$ cat src/rtl/mem_arb_pkg.sv
`default_nettype none
// ============================================================================
// Module   : mem_arb_pkg
// Purpose  : Shared types and constants for the unified memory-port arbiter.
// Revision : 1.0 - initial release
// ============================================================================
package mem_arb_pkg;

    // Owner of a memory access: nobody, instruction fetch, or load/store.
    typedef enum logic [1:0] {
        OWN_NONE = 2'd0,
        OWN_IF   = 2'd1,
        OWN_LS   = 2'd2
    } owner_t;

    // Width of the consecutive-LS-win counter used in fixed-priority mode.
    localparam int STARVE_CNT_W = 4;

endpackage : mem_arb_pkg
`default_nettype wire

$ cat src/rtl/mem_arbiter_if.sv
`default_nettype none
// ============================================================================
// Module   : mem_arbiter_if
// Purpose  : Bundles the IF request port, the LS request port and the external
//            memory port that meet at the arbiter.
//            slave  : the arbiter's view
//            master : the view of the surrounding logic (requesters + memory)
// Revision : 1.0 - initial release
// ============================================================================
interface mem_arbiter_if #(
    parameter int M_WIDTH = 32
);
    // Instruction-fetch requester.
    logic               if_req;
    logic [M_WIDTH-1:0] if_addr;
    logic               if_gnt;
    logic               if_rvalid;
    logic [M_WIDTH-1:0] if_rdata;

    // Load/store requester.
    logic               ls_req;
    logic               ls_we;
    logic [M_WIDTH-1:0] ls_addr;
    logic [M_WIDTH-1:0] ls_wdata;
    logic               ls_gnt;
    logic               ls_rvalid;
    logic [M_WIDTH-1:0] ls_rdata;

    // External synchronous-read memory.
    logic [M_WIDTH-1:0] mem_addr;
    logic               mem_we;
    logic [M_WIDTH-1:0] mem_wdata;
    logic [M_WIDTH-1:0] mem_rdata;

    modport slave (
        input  if_req, if_addr,
        output if_gnt, if_rvalid, if_rdata,
        input  ls_req, ls_we, ls_addr, ls_wdata,
        output ls_gnt, ls_rvalid, ls_rdata,
        output mem_addr, mem_we, mem_wdata,
        input  mem_rdata
    );

    modport master (
        output if_req, if_addr,
        input  if_gnt, if_rvalid, if_rdata,
        output ls_req, ls_we, ls_addr, ls_wdata,
        input  ls_gnt, ls_rvalid, ls_rdata,
        input  mem_addr, mem_we, mem_wdata,
        output mem_rdata
    );

endinterface : mem_arbiter_if
`default_nettype wire

$ cat src/rtl/mem_arb_pick.sv
`default_nettype none
// ============================================================================
// Module   : mem_arb_pick
// Purpose  : Purely combinational winner selection between IF and LS.
//            MEM_ARB_RR_EN defined   : contested cycle goes to whoever did not
//                                      win last (last_win input).
//            MEM_ARB_RR_EN undefined : LS wins contests unless the starve flag
//                                      says IF has waited long enough.
// Revision : 1.0 - initial release
// ============================================================================
module mem_arb_pick
    import mem_arb_pkg::*;
(
    input  wire logic   if_req,
    input  wire logic   ls_req,
`ifdef MEM_ARB_RR_EN
    input  wire owner_t last_win,
`else
    input  wire logic   starve,
`endif
    output logic        pick_if,
    output logic        pick_ls
);

    // Uncontested requests win outright; contests go to the mode's policy.
    always_comb begin
        pick_if = if_req;
        pick_ls = ls_req;
        if (if_req && ls_req) begin
`ifdef MEM_ARB_RR_EN
            pick_if = (last_win != OWN_IF);
`else
            pick_if = starve;
`endif
            pick_ls = !pick_if;
        end
    end

endmodule : mem_arb_pick
`default_nettype wire

$ cat src/rtl/mem_arbiter.sv
`default_nettype none
// ============================================================================
// Module   : mem_arbiter
// Purpose  : Shares one synchronous-read memory port between instruction fetch
//            and load/store. Grants are combinational, read data returns one
//            cycle after the grant and is steered by a registered owner tag.
//            Optional macro MEM_ARB_RR_EN selects round-robin arbitration;
//            otherwise LS has fixed priority with an IF starvation limit.
// Revision : 1.0 - initial release
// ============================================================================
module mem_arbiter
    import mem_arb_pkg::*;
#(
    parameter int M_WIDTH    = 32,
    parameter int STARVE_LIM = 4
) (
    input  wire logic     clk,
    input  wire logic     rst,   // synchronous, active low
    mem_arbiter_if.slave  bus
);

    logic   w_pick_if;
    logic   w_pick_ls;
    logic   w_if_gnt;
    logic   w_ls_gnt;
    owner_t r_rd_owner;
    owner_t w_rd_owner_nxt;

`ifdef MEM_ARB_RR_EN
    owner_t r_last_win;

    mem_arb_pick u_pick (
        .if_req   (bus.if_req),
        .ls_req   (bus.ls_req),
        .last_win (r_last_win),
        .pick_if  (w_pick_if),
        .pick_ls  (w_pick_ls)
    );

    // Remember the most recent winner; reset to LS so IF takes the first contest.
    always_ff @(posedge clk) begin
        if (!rst)
            r_last_win <= OWN_LS;
        else if (w_if_gnt)
            r_last_win <= OWN_IF;
        else if (w_ls_gnt)
            r_last_win <= OWN_LS;
    end
`else
    localparam logic [STARVE_CNT_W-1:0] c_starve_lim = STARVE_CNT_W'(STARVE_LIM);

    logic [STARVE_CNT_W-1:0] r_starve_cnt;
    logic                    w_starve;

    assign w_starve = (r_starve_cnt == c_starve_lim);

    mem_arb_pick u_pick (
        .if_req  (bus.if_req),
        .ls_req  (bus.ls_req),
        .starve  (w_starve),
        .pick_if (w_pick_if),
        .pick_ls (w_pick_ls)
    );

    // Count LS wins over a waiting IF; any IF grant or idle IF clears it.
    // While IF waits, an LS grant is always a contested win.
    always_ff @(posedge clk) begin
        if (!rst)
            r_starve_cnt <= '0;
        else if (w_if_gnt || !bus.if_req)
            r_starve_cnt <= '0;
        else if (w_ls_gnt)
            r_starve_cnt <= r_starve_cnt + 1'b1;
    end
`endif

    // No grant may escape while reset is held.
    assign w_if_gnt = rst & w_pick_if;
    assign w_ls_gnt = rst & w_pick_ls;

    // Decide who owns next cycle's read return; writes return nothing.
    always_comb begin
        w_rd_owner_nxt = OWN_NONE;
        if (w_if_gnt)
            w_rd_owner_nxt = OWN_IF;
        else if (w_ls_gnt && !bus.ls_we)
            w_rd_owner_nxt = OWN_LS;
    end

    // Owner tag register; reset drops any in-flight return.
    always_ff @(posedge clk) begin
        if (!rst)
            r_rd_owner <= OWN_NONE;
        else
            r_rd_owner <= w_rd_owner_nxt;
    end

    // Steer the winner's request onto the memory port, idle to zero.
    always_comb begin
        bus.mem_addr  = '0;
        bus.mem_we    = 1'b0;
        bus.mem_wdata = '0;
        if (w_if_gnt) begin
            bus.mem_addr = bus.if_addr;
        end else if (w_ls_gnt) begin
            bus.mem_addr  = bus.ls_addr;
            bus.mem_we    = bus.ls_we;
            bus.mem_wdata = bus.ls_wdata;
        end
    end

    // Grants, return strobes (masked during reset) and shared read data.
    always_comb begin
        bus.if_gnt    = w_if_gnt;
        bus.ls_gnt    = w_ls_gnt;
        bus.if_rvalid = rst & (r_rd_owner == OWN_IF);
        bus.ls_rvalid = rst & (r_rd_owner == OWN_LS);
        bus.if_rdata  = bus.mem_rdata;
        bus.ls_rdata  = bus.mem_rdata;
    end

endmodule : mem_arbiter
`default_nettype wire

$ cat src/flat_wrapper.sv
// flat-port wrapper written by rule: the top's interface ports become plain ports
module mem_arbiter_flat import mem_arb_pkg::*;
#(
    parameter int M_WIDTH    = 32,
    parameter int STARVE_LIM = 4
)
  (clk, rst, bus_if_req, bus_if_addr, bus_if_gnt, bus_if_rvalid, bus_if_rdata, bus_ls_req, bus_ls_we, bus_ls_addr, bus_ls_wdata, bus_ls_gnt, bus_ls_rvalid, bus_ls_rdata, bus_mem_addr, bus_mem_we, bus_mem_wdata, bus_mem_rdata);
  mem_arbiter_if #(.M_WIDTH(M_WIDTH)) bus_i ();
  input  wire logic clk;
  input  wire logic rst;
  input wire logic [$bits(bus_i.if_req)-1:0] bus_if_req;
  input wire logic [$bits(bus_i.if_addr)-1:0] bus_if_addr;
  output wire logic [$bits(bus_i.if_gnt)-1:0] bus_if_gnt;
  output wire logic [$bits(bus_i.if_rvalid)-1:0] bus_if_rvalid;
  output wire logic [$bits(bus_i.if_rdata)-1:0] bus_if_rdata;
  input wire logic [$bits(bus_i.ls_req)-1:0] bus_ls_req;
  input wire logic [$bits(bus_i.ls_we)-1:0] bus_ls_we;
  input wire logic [$bits(bus_i.ls_addr)-1:0] bus_ls_addr;
  input wire logic [$bits(bus_i.ls_wdata)-1:0] bus_ls_wdata;
  output wire logic [$bits(bus_i.ls_gnt)-1:0] bus_ls_gnt;
  output wire logic [$bits(bus_i.ls_rvalid)-1:0] bus_ls_rvalid;
  output wire logic [$bits(bus_i.ls_rdata)-1:0] bus_ls_rdata;
  output wire logic [$bits(bus_i.mem_addr)-1:0] bus_mem_addr;
  output wire logic [$bits(bus_i.mem_we)-1:0] bus_mem_we;
  output wire logic [$bits(bus_i.mem_wdata)-1:0] bus_mem_wdata;
  input wire logic [$bits(bus_i.mem_rdata)-1:0] bus_mem_rdata;
  assign bus_i.if_req = bus_if_req;
  assign bus_i.if_addr = bus_if_addr;
  assign bus_if_gnt = bus_i.if_gnt;
  assign bus_if_rvalid = bus_i.if_rvalid;
  assign bus_if_rdata = bus_i.if_rdata;
  assign bus_i.ls_req = bus_ls_req;
  assign bus_i.ls_we = bus_ls_we;
  assign bus_i.ls_addr = bus_ls_addr;
  assign bus_i.ls_wdata = bus_ls_wdata;
  assign bus_ls_gnt = bus_i.ls_gnt;
  assign bus_ls_rvalid = bus_i.ls_rvalid;
  assign bus_ls_rdata = bus_i.ls_rdata;
  assign bus_mem_addr = bus_i.mem_addr;
  assign bus_mem_we = bus_i.mem_we;
  assign bus_mem_wdata = bus_i.mem_wdata;
  assign bus_i.mem_rdata = bus_mem_rdata;
  mem_arbiter #(.M_WIDTH(M_WIDTH), .STARVE_LIM(STARVE_LIM)) u_core (.clk(clk), .rst(rst), .bus(bus_i));
endmodule
$ cat config.mk
export PLATFORM = sky130hd
export DESIGN_NAME = mem_arbiter_flat
export DESIGN_NICKNAME = d
export VERILOG_FILES = /design/src/rtl/mem_arb_pkg.sv /design/src/rtl/mem_arbiter_if.sv /design/src/rtl/mem_arb_pick.sv /design/src/rtl/mem_arbiter.sv /design/src/flat_wrapper.sv
export SDC_FILE = /design/constraint.sdc
export NUM_CORES = 1
export LEC_CHECK = 0
export ABC_AREA = 1
export BUFFER_PORTS_ARGS = -buffer_cell sky130_fd_sc_hd__buf_2
export CAP_MARGIN = 20
export CORE_AREA = 4 4 101 103
export DETAILED_ROUTE_END_ITERATION = 6
export DIE_AREA = 0 0 105 107
export SYNTH_ARGS = -nofsm -noshare
export SYNTH_HDL_FRONTEND = slang
export SYNTH_SLANG_ARGS = --single-unit
$ cat constraint.sdc
create_clock -name clk -period 2.29 [get_ports clk]
set_input_delay 0 -clock clk [delete_from_list [all_inputs] [get_ports clk]]
set_output_delay 0 -clock clk [all_outputs]
set_load 0.02 [all_outputs]
**Word-level counts from Yosys, hierarchy flattened**

Index checks and enable logic that the tools add are counted.

- Flip-flop bits (word level): 6
- Output and inout bits: 133
- Logic and storage cells: 30
- Input bits: 133

- Equal/unequal tests: 3
- Bitwise gates (word level): 5
- Reductions and logical operators: 8
- $add $sub $neg: 1
- Mux-type cells: 10

Operators by type and width:

| kind | number |
|---|---|
| $mux 32 | 4 |
| $mux 1 | 5 |
| $add 4x1->4 const B | 1 |
| $and 1x1->1 | 4 |
| $eq 4x3->1 const B | 1 |
| $reduce_or 2->1 | 2 |
| $logic_not 1->1 | 3 |
| $eq 2x1->1 const B | 1 |
| $eq 2x2->1 const B | 1 |
| $logic_and 1x1->1 | 2 |
| $mux 2 | 1 |
| $logic_or 1x1->1 | 1 |
| $not 1->1 | 1 |

**Longest topological paths before layout**

Gate-level depths: netlist of run 1.

- Depth in word-level cells: 7
- Gate-level depth with buffers: 9
- Depth with buffers taken out: 8

**Modules after synthesis**

From an unflattened synthesis of run 1, not the netlist that was laid out.

- Cell total of the unflattened synthesis: 290
- Area total of the unflattened synthesis: 1,557.7 um^2

By module, submodules not included:

| module | cells each | times used | sequential area each (um^2) | area each (um^2) |
|---|---|---|---|---|
| mem_arbiter | 285 | 1 | 120.1 | 1,536.5 |
| mem_arb_pick | 5 | 1 | 0.0 | 21.3 |

**Worst setup path after synthesis of run 1**

Ideal clock, no wire load.

- Path kind: register to output
- Start: register u_core.r_starve_cnt[0]
- End: output bus_mem_wdata[10]
- Arrival: 1.333 ns
- Slack: 0.957 ns
- Cell stages (with the launch flop): 8
- Required time: 2.290 ns
- Path buffers: 2
- Path through: dfxtp_1 -> inv_1 -> ha_1 -> nand4_2 -> nand2_2 -> buf_6 -> buf_6 -> nor2_1

- Word-level cells in the longest chain between the ends: 6
- Elaborated cells on any way between the ends: 8
- Those cells by class: 1 x eq/ne; 4 x mux; 2 x bitwise; 1 x reduce/logical

RTL lines:

| element | line | text |
|---|---|---|
| start, declared | mem_arbiter.sv:52 | `logic [STARVE_CNT_W-1:0] r_starve_cnt;` |
| start signal, assigned | mem_arbiter.sv:73 | `r_starve_cnt <= r_starve_cnt + 1'b1;` |
| $eq 4x3->1 (*) | mem_arbiter.sv:55 | `assign w_starve = (r_starve_cnt == c_starve_lim);` |
| $logic_not 1->1 | mem_arb_pick.sv:35 | `pick_ls = !pick_if;` |
| $mux 1 | mem_arb_pick.sv:29 | `if (if_req && ls_req) begin` |
| $and 1x1->1 | mem_arbiter.sv:79 | `assign w_ls_gnt = rst & w_pick_ls;` |
| $mux 32 | mem_arbiter.sv:105 | `end else if (w_ls_gnt) begin` |
| $mux 32 (*) | mem_arbiter.sv:103 | `if (w_if_gnt) begin` |
| end, declared | flat_wrapper.sv:25 | `output wire logic [$bits(bus_i.mem_wdata)-1:0] bus_mem_wdata;` |

Every way passes the cells marked *; elsewhere a longest branch is shown, timed or not.

**Worst setup path after layout of run 1**

- Start: register u_core.r_starve_cnt[0]
- End: output bus_mem_addr[3]

- Word-level cells in the longest chain between the ends: 6
- Elaborated cells on any way between the ends: 8
- Those cells by class: 1 x eq/ne; 4 x mux; 2 x bitwise; 1 x reduce/logical

RTL lines:

| element | line | text |
|---|---|---|
| $eq 4x3->1 (*) | mem_arbiter.sv:55 |  |
| $logic_not 1->1 | mem_arb_pick.sv:35 |  |
| $mux 1 | mem_arb_pick.sv:29 |  |
| $and 1x1->1 | mem_arbiter.sv:79 |  |
| $mux 32 | mem_arbiter.sv:105 |  |
| $mux 32 (*) | mem_arbiter.sv:103 |  |
| end, declared | flat_wrapper.sv:23 | `output wire logic [$bits(bus_i.mem_addr)-1:0] bus_mem_addr;` |

Marks and branches as above.

==> metrics.yaml, run 1 <==
placed_design:
  port_buffers: 169
  hpwl_um: 4760
  post-place-ws_ns: 0.591
  finalWeightedCongestion: 0.823
floorplan:
  die_h_um: 107
  ios: 266
  rows: 35
  core-area_sq_mm: 0.00920
  fp.dieArea_sq_mm: 0.0112
  floorplan.initialDensity_pct: 16.4
  die_w_um: 105
cells_and_area:
  layout_common_cells: "buf_2 (169), nand2_1 (104), inv_1 (42)"
  layout_commonest_cell: "buf_2"
  fillers: 1093
  drive_above_1_share_pct: 46.8
  nets: 517
  regArea_sq_um: 120
  multi_input_area_sq_um: 631
  diodes: 0
  area_delta_synth_final_pct: 29.8
global_route:
  grt_util_all_layers_pct: 8.90
  antenna_found_initial: 0
  grt_pass1_vias: 1601
  grt_max_degree: 38
  grt_pass1_wl_um: 8160
  overflow: 0
timing:
  finalSetupTns_ns: 0
  fmax_mhz: 529
  slew-limit-headroom_pct: 59.3
  postLayoutSetupSlackWorst_ns: 0.400
  hold-worst-slack_ns: 0.00000649
  finalHoldViolCount: 0
  skew_ns: 0.00137
  worst_pin_slew_ns: 0.610
  fin_crit_ns: 1.89
  final_max_slew_viol_count: 0
  setup_viol: 0
  rsz0062_at_grt: "no"
  fin_crit_sh_pct: 82.5
routing:
  vias_per_cell: 3.55
  drtIter0Drc: 81
  drt_wl_total_um: 5690
  detail-route-antenna-nets: 0
  drc_errors: 0
  wire_per_inst_um: 11.6
  first_pass_iters: 6
  vias: 1742
logic_synthesis:
  yosysWarnings: 0
  syn_area_per_cell_sq_um: 5.40
  yosysSeqAreaShare_pct: 7.95
  synth_area_sq_mm: 0.00151
  synthCells: 280
  ys_ff_latch: 6
  ys_types: 15
  synth_fp_nets: 415
clock_network:
  cts.root.buffer_cell: "clkbuf_8"
  postCtsHoldBufs: 1
  clk_pin_slew_worst_paths_ns: 0.04
  clk_path_buf_depth: 2
  cts-resized-gates: 0
  clkLatencyLatePin_ns: 0.22
  postCtsSetupRepairBufs: 0
  cts_buffers: 3
  clock_sinks: 6
  cts_tree: "yes"
  cts_htree_levels: 1
pwr:
  p_per_area_mw_per_mm2: 302
  vdd_ir_drop_max_mv: 0.218
  p_leak_nw: 1.46
critical_path:
  crit_path_start_kind: "flip-flop"
  worst_path_most_repeated_cell: "nand2_1"
  cp.required_ns: 2.29
  cpMaxStageDelayCell: "inv_2"
  crit_path_end_kind: "output port"
  critPathBufInv: 3
  crit_type: "reg -> out"
  arrival_ns: 1.89
  path_delay_family: "buffers and inverters"
  critPathMaxStageDelay_ns: 0.45
  crit_fanout: 33
  crit_chain: "inv_1, ha_1, nand4_2, nand2_2, inv_2, nand2_1, nand2_1, buf_2"
job:
  cap_violations: 0
outcome:
  status: "finished, final reports clean"
min_path:
  min_path_type: "in -> out"
-- Yosys cell counts (all sizes together) --
master  number  share of area (%)
inv         44                 11
buf         74                 39
dfxtp        6                7.9
xor2         1               0.58
nor2        39                9.7
nand2      106                 27
ha           2                1.7
a21oi        2               0.66
nand4        1               0.83
nand3        3               0.99
o21ai        2               0.66
-- stage by stage --
step	total power, mW	instances	util [%]	area, sq um
floorplan	0.458	280	-	1510
global placement	0.439	487	20.8	1910
detailed placement	0.439	487	20.8	1910
CTS	0.606	491	21.3	1960
global route	0.639	491	21.3	1960
finish	0.593	491	21.3	1960
-- layer usage --
metal	up-vias	part of all wire, %	global-route usage, %	wire, um
met4	0	3.2	3.94	184
met1	697	35	9.62	2010
met2	85	52	15.8	2940
met5	-	0	0	0
met3	27	9.8	2.95	557
li1	933	-	-	-
-- power breakdown --
group	internal, mW	total, mW	switching, mW
clock network	0.113	0.158	0.0450
logic	0.131	0.324	0.194
registers	0.108	0.111	0.00260
-- sequential cells by signal (all words and copies together), names as in the netlist --
register,cells
u_core.r_starve_cnt,4
u_core.r_rd_owner,2
-- cells by family after synthesis --
group                      after synthesis  share of synthesized area, %
DFF                                      6                          7.95
and+or+nand+nor                        149                          38.2
xor gates and xnor gates                 1                         0.580
AOI/OAI and AO/OA                        4                          1.32
adders and majority gates                2                          1.66
buffers and inverters                  118                          50.3
-- area by class of cell --
class / instances / area share [%]
timing repair buffer: 171 / 44.0
multi-input combinational: 156 / 32.1
inverter: 44 / 8.55
tap: 111 / 7.08
sequential: 6 / 6.12
clock buffer: 3 / 2.10
-- worst paths after layout --
check / from / to / slack [ns] / depth (start not counted)
setup reg to reg: u_core.r_starve_cnt[0] / u_core.r_starve_cnt[1] / 0.84 / 7
hold / removal: bus_mem_rdata[0] / bus_if_rdata[0] / 0.000006 / 0
hold reg to reg: u_core.r_starve_cnt[3] / u_core.r_starve_cnt[3] / 0.49 / 2
setup / recovery: u_core.r_starve_cnt[0] / bus_mem_addr[3] / 0.40 / 8
Note: power is estimated with default switching activity, not from simulation.
==> run 2, diff against run 1 <==
--- a/config.mk
+++ b/config.mk
@@ -5,12 +5,12 @@
 export SDC_FILE = /design/constraint.sdc
 export NUM_CORES = 1
 export LEC_CHECK = 0
-export ABC_AREA = 1
+export ABC_AREA = 0
 export BUFFER_PORTS_ARGS = -buffer_cell sky130_fd_sc_hd__buf_2
 export CAP_MARGIN = 20
-export CORE_AREA = 4 4 101 103
+export CORE_AREA = 4 4 102 104
 export DETAILED_ROUTE_END_ITERATION = 6
-export DIE_AREA = 0 0 105 107
+export DIE_AREA = 0 0 106 108
 export SYNTH_ARGS = -nofsm -noshare
 export SYNTH_HDL_FRONTEND = slang
 export SYNTH_SLANG_ARGS = --single-unit
==> constraint.sdc (replaced) <==
create_clock -name clk -period 1.9 [get_ports clk]
set_input_delay 0 -clock clk [delete_from_list [all_inputs] [get_ports clk]]
set_output_delay 0 -clock clk [all_outputs]
set_load 0.02 [all_outputs]
==> run 2 against run 1 <==
Combinational power increased by 24%; setup slack worse by 0.26 ns; die area grew 1.9%; synthesized cell count decreased by 39%; cell count decreased by 18%; first-iteration DRC count decreased by 25%; synthesized area down 14%; clock power increased by 20%; sequential power increased by 22%; critical path type unchanged.
==> metrics.yaml, run 2 <==
cells_and_area:
  diodes: 0  # unchanged
  top_regs: "u_core.r_starve_cnt (4), u_core.r_rd_owner (2)"  # unchanged
  largest_reg_flops: 4  # unchanged
  top_register: "u_core.r_starve_cnt"  # unchanged
  layout_common_cells: "buf_2 (169), and2_1 (33), a22o_1 (32)"  # was buf_2 (169), nand2_1 (104), inv_1 (42)
  nets: 409  # was 517
  multi_input_area_sq_um: 651  # was 631 sq um
  fillers: 1095  # was 1,093
  layout_commonest_cell: "buf_2"  # unchanged
  regArea_sq_um: 120  # unchanged
  drive_above_1_share_pct: 65.4  # was 46.8%
  area_delta_synth_final_pct: 47.0  # was 29.8%
logic_synthesis:
  ys_ff_latch: 6  # unchanged
  synthFlopType: "dfxtp_1"  # unchanged
  synth_fp_nets: 305  # was 415
  synth_common_cells: "buf_4 (64), and2_1 (33), a22o_1 (32)"  # was nand2_1 (104), buf_4 (64), inv_1 (42)
  yosysSeqAreaShare_pct: 9.27  # was 7.95%
  synthCells: 170  # was 280
  synth_top_area_share_pct: 37.1  # was 31.8%
  synth_edf_count: 0  # unchanged
  synth_area_sq_mm: 0.00130  # was 0.00151 sq mm
  yosysWarnings: 0  # unchanged
  synth.most_common_cell: "buf_4"  # was nand2_1
  syn_area_per_cell_sq_um: 7.62  # was 5.40 sq um
  async_reset_ff_share_pct: 0  # unchanged
  synth_top_area_cell: "buf_4"  # unchanged
  ys_types: 22  # was 15
  synth_area_leaders: "buf_4 (37%), a22o_1 (22%), and2_1 (16%), dfxtp_1 (9.3%), buf_2 (2.7%)"  # was buf_4 (32%), nand2_1 (26%), inv_1 (10%), nor2_1 (9.7%), dfxtp_1 (7.9%)
timing:
  slew-limit-headroom_pct: 85.6  # was 59.3%
  worst_pin_slew_ns: 0.214  # was 0.610 ns
  finalSetupTns_ns: 0  # unchanged
  setup_viol: 0  # unchanged
  finalHoldViolCount: 0  # unchanged
  fmax_mhz: 568
  skew_ns: 0.000704  # was 0.00137 ns
  postLayoutSetupSlackWorst_ns: 0.140  # was 0.400 ns
  rsz0062_at_grt: "no"  # unchanged
  fin_crit_ns: 1.76
  final_max_slew_viol_count: 0  # unchanged
  fin_crit_sh_pct: 92.6
pwr:
  vdd_ir_drop_max_mv: 0.146  # was 0.218 mV
  cell_internal_pwr_mw: 0.455  # was 0.352 mW
  total_power_mw: 0.727  # was 0.593 mW
  p_seq_share_pct: 18.5  # was 18.7%
  power_frac_comb_pct: 55.5  # was 54.7%
  p_leak_nw: 1.11  # was 1.46 nW
  p_sw_share_pct: 37.4  # was 40.7%
  p_per_area_mw_per_mm2: 382  # was 302 mW/mm^2
  p_switching_mw: 0.272  # was 0.241 mW
  power.share.clock_pct: 26.0  # was 26.6%
global_route:
  grt_pass1_wl_um: 6780  # was 8160 um
  grt_pass1_vias: 1529  # was 1,601
  grt_util_all_layers_pct: 7.33  # was 8.90%
  overflow: 0  # unchanged
  antenna_found_initial: 0  # unchanged
  grt_max_degree: 41  # was 38
clock_network:
  cts.root.buffer_cell: "clkbuf_8"  # unchanged
  clk_pin_slew_worst_paths_ns: 0.03  # was 0.04 ns
  cts_htree_levels: 1  # unchanged
  clk_path_buf_depth: 2  # unchanged
  clkLatencyLatePin_ns: 0.22  # about the same
  cts_tree: "yes"  # unchanged
  clock_sinks: 6  # unchanged
  cts_buffers: 3  # unchanged
routing:
  drc_errors: 0  # unchanged
  vias_per_cell: 3.85  # was 3.55
  vias: 1558  # was 1,742
  detail-route-antenna-nets: 0  # unchanged
  drt_wl_total_um: 4950  # was 5690 um
  wire_per_inst_um: 12.2  # was 11.6 um
  drtIter0Drc: 61  # was 81
  first_pass_iters: 4  # was 6
floorplan:
  core-area_sq_mm: 0.00955  # was 0.00920 sq mm
  die_h_um: 108  # was 107 um
  rows: 36  # was 35
  fp.dieArea_sq_mm: 0.0114  # was 0.0112 sq mm
  floorplan.initialDensity_pct: 13.6  # was 16.4%
  die_w_um: 106  # was 105 um
  ios: 266  # unchanged
critical_path:
  arrival_ns: 1.76  # was 1.89 ns
  cpMaxStageDelayCell: "dfxtp_1"  # was inv_2
  crit_fanout: 30  # was 33
  crit_path_start_kind: "flip-flop"  # unchanged
  critPathBufInv: 3  # unchanged
  path_delay_family: "buffers and inverters"  # unchanged
  cp.required_ns: 1.90  # was 2.29 ns
  crit_type: "reg -> out"  # unchanged
  crit_chain: "inv_1, ha_1, and4b_4, nor2_4, buf_12, a22o_1, buf_2"  # was inv_1, ha_1, nand4_2, nand2_2, inv_2, nand2_1, nand2_1, buf_2
  crit_path_end_kind: "output port"  # unchanged
  critPathMaxStageDelay_ns: 0.36  # was 0.45 ns
outcome:
  status: "finished, final reports clean"  # unchanged
placed_design:
  hpwl_um: 4330  # was 4760 um
  port_buffers: 169  # unchanged
  post-place-ws_ns: 0.385  # was 0.591 ns
  finalWeightedCongestion: 0.756  # was 0.823
min_path:
  min_path_type: "in -> out"  # unchanged
job:
  cap_violations: 0  # unchanged
-- run 2: cell count changes after synthesis, moves of 3 or more --
cell      before  now
nand2_1      104    3
inv_1         42    3
nor2_1        39    1
and2_1         0   33
a22o_1         0   32
buf_6         10    0
buf_2          0    7
a21oi_1        2    5
clkbuf_1       0    3
-- run 2: stage by stage --
stage / area [sq um] / instances / utilization [%] / hold WS (ns)
floorplan: 1300 / 170 / - / 0.0716
global placement: 1850 / 401 / 19.4 / 0.000200
detailed placement: 1850 / 401 / 19.4 / 0.000200
CTS: 1910 / 405 / 20.0 / 0.000200
global route: 1910 / 405 / 20.0 / 0.0000443
finish: 1910 / 405 / 20.0 / 0.00000972
-- run 2: routing by layer --
layer,share of wire (%),GRT usage [%],vias to the layer above,wire (um)
met4,5.8,5.74,0,287
met2,50,13.5,131,2450
met3,13,1.97,30,639
li1,-,-,719,-
met1,32,6.87,678,1570
met5,0,0,-,0
-- run 2: power by group through the flow --
| stage | Clock [mW] | Combinational, mW | Sequential (mW) |
|---|---|---|---|
| after floorplan | 0 | 0.399 | 0.136 |
| after global placement | 0 | 0.399 | 0.136 |
| after detailed placement | 0 | 0.404 | 0.136 |
| after CTS | 0.197 | 0.407 | 0.135 |
| after global routing | 0.206 | 0.435 | 0.135 |
| final | 0.189 | 0.403 | 0.135 |
-- run 2: cells by family (layout without fill, tap and decap cells) --
| kind of cell | count (synthesis) | in the layout | synth area share, % |
|---|---|---|---|
| flops | 6 | 6 | 9.27 |
| buf+inv | 77 | 179 | 41.5 |
| compound gates | 39 | 39 | 24.8 |
| simple gates | 45 | 45 | 21.8 |
| xor+xnor | 1 | 1 | 0.676 |
| fa+ha+maj | 2 | 2 | 1.93 |
-- run 2: final timing paths --
kind | slack (ns) | end | cells past startpoint | start
worst min-delay path | 0.00001 | bus_if_rdata[1] | 0 | bus_mem_rdata[1]
worst max-delay path | 0.14 | bus_mem_addr[26] | 7 | u_core.r_starve_cnt[0]
worst min register to register | 0.48 | u_core.r_starve_cnt[0] | 1 | u_core.r_starve_cnt[0]
worst max register to register | 0.37 | u_core.r_starve_cnt[3] | 5 | u_core.r_starve_cnt[0]
-- run 2: timing repair --
action | 4_1_cts | 5_1_grt
buffers inserted | 0 | 0
gates resized for setup | 0 | 0
hold endpoints to repair | 1 | 0
hold buffers | 1 | 0
-- run 2: layout make-up --
cell class	instances	area share [%]
sequential	6	6.30
inverter	3	0.591
multi-input combinational	87	34.1
tap	133	8.73
timing repair buffer	173	48.1
clock buffer	3	2.17
==> run 3, diff against run 2 <==
--- a/config.mk
+++ b/config.mk
@@ -11,6 +11,7 @@
 export CORE_AREA = 4 4 102 104
 export DETAILED_ROUTE_END_ITERATION = 6
 export DIE_AREA = 0 0 106 108
+export SETUP_SLACK_MARGIN = 0.4
 export SYNTH_ARGS = -nofsm -noshare
 export SYNTH_HDL_FRONTEND = slang
 export SYNTH_SLANG_ARGS = --single-unit
==> run 3 against run 2 <==
Setup slack improved by 0.081 ns; sequential cell count stayed put; die area is the same; utilization is 6.0 points higher; wire length up 23%; critical endpoint is now bus_mem_addr[5]; worst hold slack unchanged; global-route usage is 2.0 points higher; cell count rose by 3.0%; via count rose by 5.2%.
==> metrics.yaml, run 3 (synthesis gave the netlist of run 2 again) <==
timing:
  fmax_mhz: 595  # was 568 MHz
  worst_pin_slew_ns: 0.222  # was 0.214 ns
  fin_crit_sh_pct: 88.4  # was 92.6%
  fin_crit_ns: 1.68  # was 1.76 ns
  skew_ns: 0.000645  # was 0.000704 ns
  finalSetupTns_ns: 0  # unchanged
  final_max_slew_viol_count: 0  # unchanged
  setup_viol: 0  # unchanged
  finalHoldViolCount: 0  # unchanged
  slew-limit-headroom_pct: 85.1  # was 85.6%
  rsz0062_at_grt: "yes"  # was no
job:
  cap_violations: 0  # unchanged
global_route:
  overflow: 0  # unchanged
  grt_max_degree: 34  # was 41
  antenna_found_initial: 0  # unchanged
  grt_pass1_wl_um: 8400  # was 6780 um
  grt_pass1_vias: 1726  # was 1,529
  grt_util_all_layers_pct: 9.35  # was 7.33%
min_path:
  min_path_type: "in -> out"  # unchanged
  hp-start: "bus_mem_rdata[1]"  # unchanged
floorplan:
  ios: 266  # unchanged
  die_w_um: 106  # unchanged
  rows: 36  # unchanged
  die_h_um: 108  # unchanged
  core-area_sq_mm: 0.00955  # unchanged
  floorplan.initialDensity_pct: 13.6  # unchanged
  fp.dieArea_sq_mm: 0.0114  # unchanged
placed_design:
  place_area_sq_mm: 0.00185  # unchanged
  dp_cells: 401  # unchanged
  finalWeightedCongestion: 0.756  # unchanged
  port_buffers: 169  # unchanged
  hpwl_um: 4330  # unchanged
critical_path:
  cp.required_ns: 1.90  # about the same
  r2r_start: "u_core.r_starve_cnt[0]"  # unchanged
  crit_fanout: 8  # was 30
  crit_path_end_kind: "output port"  # unchanged
  crit_path_start_kind: "flip-flop"  # unchanged
  crit_type: "reg -> out"  # unchanged
  critPathLaunch: "u_core.r_starve_cnt[1]"  # was u_core.r_starve_cnt[0]
  arrival_ns: 1.68  # was 1.76 ns
routing:
  drt_wl_total_um: 6100  # was 4950 um
  detail-route-antenna-nets: 0  # unchanged
  drtIter0Drc: 56  # was 61
  vias_per_cell: 3.93  # was 3.85
  first_pass_iters: 4  # unchanged
  wire_per_inst_um: 14.6  # was 12.2 um
  drc_errors: 0  # unchanged
  vias: 1639  # was 1,558
cells_and_area:
  drive_above_1_share_pct: 70.8  # was 65.4%
  layout_common_cells: "buf_2 (110), buf_6 (40), a22o_1 (32)"  # was buf_2 (169), and2_1 (33), a22o_1 (32)
  diodes: 0  # unchanged
  nets: 421  # was 409
  area_delta_synth_final_pct: 91.0  # was 47.0%
  finish.instance_area_sq_mm: 0.00248  # was 0.00191 sq mm
  top_regs: "u_core.r_starve_cnt (4), u_core.r_rd_owner (2)"  # unchanged
  top_register: "u_core.r_starve_cnt"  # unchanged
  largest_reg_flops: 4  # unchanged
  fin_cells: 417  # was 405
  layout_commonest_cell: "buf_2"  # unchanged
pwr:
  vdd_ir_drop_max_mv: 0.157  # was 0.146 mV
  p_per_area_mw_per_mm2: 360  # was 382 mW/mm^2
  p_leak_nw: 1.28  # was 1.11 nW
clock_network:
  cts_buffers: 3  # unchanged
  cts_htree_levels: 1  # unchanged
  clk_pin_slew_worst_paths_ns: 0.03  # about the same
  cts_tree: "yes"  # unchanged
  cts.root.buffer_cell: "clkbuf_8"  # unchanged
  clkLatencyLatePin_ns: 0.22  # about the same
  clk_path_buf_depth: 2  # unchanged
  clock_sinks: 6  # unchanged
outcome:
  status: "finished, final reports clean"  # unchanged
-- run 3: cell type report --
class                      count  area (sq um)
clock buffer                   3          41.3
tap                          133           166
sequential                     6           123
fill                        1029          7070
multi-input combinational     87           678
timing repair buffer         185          1460
inverter                       3          11.3
-- run 3: layer usage --
layer	vias to the layer above	track usage, %	part of all wire, %
met5	-	0	0
met4	0	5.74	4.7
met3	30	2.21	10
met2	133	17.9	52
met1	723	9.07	33
li1	753	-	-
-- run 3: critical path, cell delays in order, from the launching register on --
cell and delay (ns):
dfxtp_2 0.31, inv_2 0.06, ha_4 0.12, and4b_4 0.24, nor2_4 0.05, buf_8 0.15
buf_12 0.14, a22o_1 0.23, buf_6 0.14
-- run 3: worst paths after layout --
path / endpoint / slack, ns / depth (start not counted)
max: bus_mem_addr[5] / 0.22 / 8
min: bus_if_rdata[1] / 0.00001 / 0
max reg2reg: u_core.r_starve_cnt[3] / 0.40 / 6
min reg2reg: u_core.r_starve_cnt[3] / 0.51 / 2
-- run 3: where the power goes --
group,internal [mW],switching [mW]
Combinational,0.310,0.254
Sequential,0.132,0.00293
Clock,0.136,0.0560
-- run 3: timing repair --
action / 4_1_cts / 5_1_grt
setup buffers: 5 / 0
setup endpoints to repair: 68 / 68
hold buffers: 1 / 0
resized for setup: 120 / 1
endpoints found under the hold margin: 1 / 0
gates cloned: 6 / 1
pin swaps: 36 / 1
-- run 3: metrics by stage --
stage                     setup slack, ns  hold WS (ns)  util, %  power, mW
after floorplan                     0.458        0.0716        -      0.535
after global placement              0.411      0.000200     19.4      0.535
after detailed placement            0.385      0.000200     19.4      0.540
after CTS                           0.218      0.000200     25.6      0.891
after global routing                0.163     0.0000443     25.9      0.941
final                               0.220    0.00000972     25.9      0.891
